File: config.mk
export PLATFORM = sky130hd
export DESIGN_NAME = instr_sequencer
export DESIGN_NICKNAME = d
export VERILOG_FILES = /design/src/rtl/instr_sequencer.sv
export SDC_FILE = /design/constraint.sdc
export NUM_CORES = 1
export LEC_CHECK = 0
export BUFFER_PORTS_ARGS = -buffer_cell sky130_fd_sc_hd__buf_2
export CAP_MARGIN = 5
export CORE_ASPECT_RATIO = 1.5
export CORE_MARGIN = 2
export CORE_UTILIZATION = 40
export CTS_CLUSTER_SIZE = 28
export DETAILED_ROUTE_END_ITERATION = 12
export GPL_TIMING_DRIVEN = 0
export PLACE_DENSITY = 0.73
export RECOVER_POWER = 25
export SYNTH_ARGS = -nofsm -noshare
export SYNTH_HDL_FRONTEND = slang
export SYNTH_SLANG_ARGS = --single-unit
File: constraint.sdc
create_clock -name clk -period 1.9 [get_ports clk]
set_clock_uncertainty 0.15 [all_clocks]
set_input_delay 0.095 -clock clk [delete_from_list [all_inputs] [get_ports clk]]
set_output_delay 0.095 -clock clk [all_outputs]
set_load 0.05 [all_outputs]
File: src/rtl/instr_sequencer.sv
// Control sequencer for a small accumulator-style datapath: walks each instruction
// through fetch/decode/check/operand-read/execute/store and counts retirements.
module instr_sequencer #(
  parameter logic [2:0] HALT_OP = 3'b111,
  parameter int         ICNT_W  = 8
) (
  input  logic              clk,
  input  logic              reset,
  input  logic              run,
  input  logic              step,
  input  logic              clr,
  input  logic [2:0]        op,
  output logic              pc_en,
  output logic              opnd_en,
  output logic              r_en,
  output logic              mem_we,
  output logic              pc_clr,
  output logic              busy,
  output logic              halted,
  output logic [2:0]        state,
  output logic [ICNT_W-1:0] icount
);

  typedef enum logic [2:0] {
    S_IDLE   = 3'd0,
    S_FETCH  = 3'd1,
    S_DECODE = 3'd2,
    S_CHECK  = 3'd3,
    S_MEMRD  = 3'd4,
    S_EXEC   = 3'd5,
    S_STORE  = 3'd6,
    S_HALTED = 3'd7
  } state_t;

  localparam logic [ICNT_W-1:0] ICNT_ONE  = {{(ICNT_W-1){1'b0}}, 1'b1};
  localparam logic [ICNT_W-1:0] ICNT_ZERO = {ICNT_W{1'b0}};

  state_t            state_r;
  state_t            state_nx_s;
  logic              mode_r;
  logic              mode_nx_s;
  logic              armed_r;
  logic              retire_s;
  logic              clear_s;
  logic [ICNT_W-1:0] icount_r;
  logic              pc_en_r;
  logic              opnd_en_r;
  logic              r_en_r;
  logic              mem_we_r;
  logic              pc_clr_r;
  logic              busy_r;
  logic              halted_r;

  // Next-state decode; nothing moves until one full cycle after reset release.
  always_comb begin
    state_nx_s = state_r;
    mode_nx_s  = mode_r;
    retire_s   = 1'b0;
    clear_s    = 1'b0;
    if (armed_r) begin
      case (state_r)
        S_IDLE: begin
          if (clr) begin
            clear_s = 1'b1;
          end else if (run) begin
            state_nx_s = S_FETCH;
            mode_nx_s  = 1'b1;
          end else if (step) begin
            state_nx_s = S_FETCH;
            mode_nx_s  = 1'b0;
          end else begin
            state_nx_s = S_IDLE;
          end
        end
        S_FETCH:  state_nx_s = S_DECODE;
        S_DECODE: state_nx_s = S_CHECK;
        S_CHECK: begin
          if (op == HALT_OP) begin
            state_nx_s = S_HALTED;
          end else if (op[0]) begin
            state_nx_s = S_MEMRD;
          end else begin
            state_nx_s = S_EXEC;
          end
        end
        S_MEMRD: state_nx_s = S_EXEC;
        S_EXEC: begin
          if (op[2]) begin
            state_nx_s = S_STORE;
          end else begin
            retire_s = 1'b1;
          end
        end
        S_STORE: retire_s = 1'b1;
        S_HALTED: begin
          if (clr) begin
            clear_s = 1'b1;
          end else begin
            state_nx_s = S_HALTED;
          end
        end
        default: state_nx_s = S_IDLE;
      endcase

      // Continuous fetch only if the sequence was launched by run and run is still high.
      if (retire_s) begin
        state_nx_s = (mode_r && run) ? S_FETCH : S_IDLE;
      end else begin
        state_nx_s = state_nx_s;
      end

      if (clear_s) begin
        state_nx_s = S_IDLE;
        mode_nx_s  = 1'b0;
      end else begin
        mode_nx_s = mode_nx_s;
      end
    end else begin
      state_nx_s = state_r;
    end
  end

  // State, counter and registered outputs decoded from the next state.
  always_ff @(posedge clk) begin
    if (!reset) begin
      state_r   <= S_IDLE;
      mode_r    <= 1'b0;
      armed_r   <= 1'b0;
      icount_r  <= ICNT_ZERO;
      pc_en_r   <= 1'b0;
      opnd_en_r <= 1'b0;
      r_en_r    <= 1'b0;
      mem_we_r  <= 1'b0;
      pc_clr_r  <= 1'b0;
      busy_r    <= 1'b0;
      halted_r  <= 1'b0;
    end else begin
      state_r   <= state_nx_s;
      mode_r    <= mode_nx_s;
      armed_r   <= 1'b1;
      if (clear_s) begin
        icount_r <= ICNT_ZERO;
      end else if (retire_s) begin
        icount_r <= icount_r + ICNT_ONE;
      end else begin
        icount_r <= icount_r;
      end
      pc_en_r   <= (state_nx_s == S_FETCH);
      opnd_en_r <= (state_nx_s == S_DECODE);
      r_en_r    <= (state_nx_s == S_EXEC);
      mem_we_r  <= (state_nx_s == S_STORE);
      pc_clr_r  <= clear_s;
      busy_r    <= (state_nx_s != S_IDLE) && (state_nx_s != S_HALTED);
      halted_r  <= (state_nx_s == S_HALTED);
    end
  end

  assign state   = state_r;
  assign icount  = icount_r;
  assign pc_en   = pc_en_r;
  assign opnd_en = opnd_en_r;
  assign r_en    = r_en_r;
  assign mem_we  = mem_we_r;
  assign pc_clr  = pc_clr_r;
  assign busy    = busy_r;
  assign halted  = halted_r;

endmodule
==> qor.txt <==
Syn nets -> 117
Max Cap Viol -> 0
IO Port Bufs -> 25
Slew headroom -> 60.3%
Tmin final -> 1.81 ns
Area of the core -> 2390 µm²
CP arrival -> 1.90 ns
Final WL -> 2.10 mm
Hold Crit Class -> in2reg
Worst VDD drop -> 0.378 mV
Antenna violations before repair -> 0
Final Worst Setup Slack -> 0.0874 ns
Chip Width -> 44.4 µm
M2 GR Usage -> 29.4%
FFs w/ async S/R, synth -> 0%
IO Count -> 26
Flops & latches, synth -> 20
Fin crit share -> 95.4%
Status -> finished, final reports clean
Die Area -> 2870 µm²
Synthesized area -> 981 µm²
Gr usage total -> 15.8%
WL/cell -> 12.9 µm
Critical path required time -> 1.98 ns
DRC Markers -> 0
CTS tree -> done
PwrDens -> 591 nW/µm²
CTS Buf Count -> 3
Setup_tns -> 0 ns
Clock transition at path regs -> 0.10 ns
Core Util, Final -> 51.5%
Largest net degree at the start of global routing -> 11
Final setup viols -> 0
Fin nets -> 150
Proportion of layout cells with a drive suffix above 1 -> 33.1%
Clk_lat worst skew -> 0.29 ns
Sink Count -> 20
CP Max Fanout -> 10
Synth top area share -> 40.8%
Worst setup SP type -> register
Register area share after synthesis -> 40.8%
Gate Count Post-Synth -> 108
DIE HEIGHT -> 64.7 µm
Worst setup EP type -> register
DR vias/cell -> 5.50
Worst slack at placement -> 0.0179 ns
CTS Root Buffer Type -> clkbuf_4
Critical path class -> reg2reg
Drt first pass iters -> 3
Fin. max-slew vios -> 0
H-tree levels -> 1
Warnings, synthesis -> 0
Hpwl dp -> 1.61 mm
Layout fillers -> 245
First-pass GRT wire length -> 3.39 mm
Hold slack -> 0.0197 ns
Number of synthesized flops with an enable pin -> 0
Initial Util -> 41.0%
Leakage -> 0.514 nW
1st-iter DRT viols -> 11
R2r setup slk -> 0.09 ns
Actual slew at the worst max-slew pin -> 0.599 ns
Avg Cell Area, Syn -> 9.08 µm²
DR vias -> 897
Clock Path Buffers -> 2
Largest cells by area after synthesis -> dfxtp_1 41%, nor2_1 5.4%, xor2_1 5.4%
DRT antenna net count -> 0
GPL Wtd Cong -> 0.809
Std-Cell Rows -> 22
Area grow syn2layout -> 25.8%
Fmax achieved -> 552 MHz
Largest area contributor in the netlist -> dfxtp_1
Synth cell types -> 43
GRT Residual Overflow -> 0
Vias in the first global route -> 819
Total count of hold-check failures in the final report -> 0
Most used DFF post-synth -> dfxtp_1
Grt met1 use -> 16.7%
Gr busiest metal -> met2
Grt met3 use -> 1.67%
Antenna diodes -> 0
## metal layers
metal | wire, µm | share of wire, %
met4 | 45 | 2.1
met1 | 836 | 40
met2 | 1150 | 55
met5 | 0 | 0
met3 | 66 | 3.2
## cell type report
class                           count  area [µm²]  area share [%]
Inverter                            3        11.3           0.913
Buffer                              5        41.3            3.35
Tap cell                           24        30.0            2.43
Sequential cell                    20         404            32.8
Multi-Input combinational cell     80         581            47.1
Timing Repair Buffer               28         144            11.7
Clock buffer                        3        22.5            1.83
## worst max-delay path, stage by stage, from the launching register on
cell and delay, ns:
dfxtp_2 0.34, buf_6 0.14, and3_1 0.20, o211ai_2 0.19
nand2_4 0.12, or4_4 0.50, nor2_1 0.11
## what timing repair did
action | in CTS | in global routing
hold endpoints to repair | 5 | 0
hold buffers | 2 | 0
setup endpoints to repair | 1 | 11
buffers inserted | 0 | 1
resized for setup | 1 | 11
pin swaps | 0 | 6
## through the flow
stage               std cells  cell area (µm²)  total power, mW
finish                    163             1230            0.730
floorplan                 108              985            0.509
detailed placement        157             1140            0.537
global placement          157             1140            0.536
global route              163             1230            0.766
CTS                       162             1190            0.727
## cell usage in the layout (no fill, tap or decap), types with 2 or more instances in the layout
cell	instances
a21oi_1	4
a21oi_2	2
and2_1	2
and3_1	5
buf_2	18
buf_4	2
buf_6	2
clkbuf_1	8
clkbuf_4	4
dfxtp_1	17
dfxtp_2	3
dlygate4sd3_1	2
inv_1	3
nand2_1	5
nand3_1	4
nand4_1	4
nor2_1	14
nor3_1	2
nor3_2	2
o21ai_0	2
xor2_1	6
## path summary, 6_finish.rpt
| check | cells after the start | endpoint | start |
|---|---|---|---|
| worst max-delay path | 6 | mem_we | state[0] |
| worst min-delay path | 4 | mode_r | step |
| worst max register to register | 6 | mem_we | state[0] |
| worst min register to register | 2 | mode_r | mode_r |
## state kept, by name, indices dropped and copies added, names as in the netlist
name	cells
pc_clr	1
state	3
icount	8
mode_r	1
opnd_en	1
pc_en	1
halted	1
armed_r	1
busy	1
mem_we	1
r_en	1
## power breakdown
| group | internal [mW] | switching, mW | total (mW) |
|---|---|---|---|
| Clock | 0.0738 | 0.113 | 0.187 |
| Sequential | 0.427 | 0.00459 | 0.432 |
| Combinational | 0.0412 | 0.0702 | 0.111 |
| Total | 0.542 | 0.188 | 0.730 |
## cell families (layout without fill, tap and decap cells)
logic type	count (synthesis)	after routing	synth area share (%)
buffers and inverters	8	39	4.85
DFF	20	20	40.8
and+or+nand+nor	49	49	29.3
adders and majority gates	1	1	1.28
muxes	1	1	1.02
xor gates and xnor gates	7	7	6.25
AOI/OAI and AO/OA	22	22	16.5
## synthesized netlist by cell type, types with 2 or more instances
cell type  instances
dfxtp_1           20
nor2_1            14
xor2_1             6
a21oi_1            5
and3_1             5
nand2_1            5
nand3_1            4
nand4_1            4
inv_1              3
nor3_1             3
a21boi_0           2
a31oi_1            2
and2_1             2
buf_2              2
buf_6              2
o21ai_0            2
No activity file was read; power rests on OpenSTA's default activity.
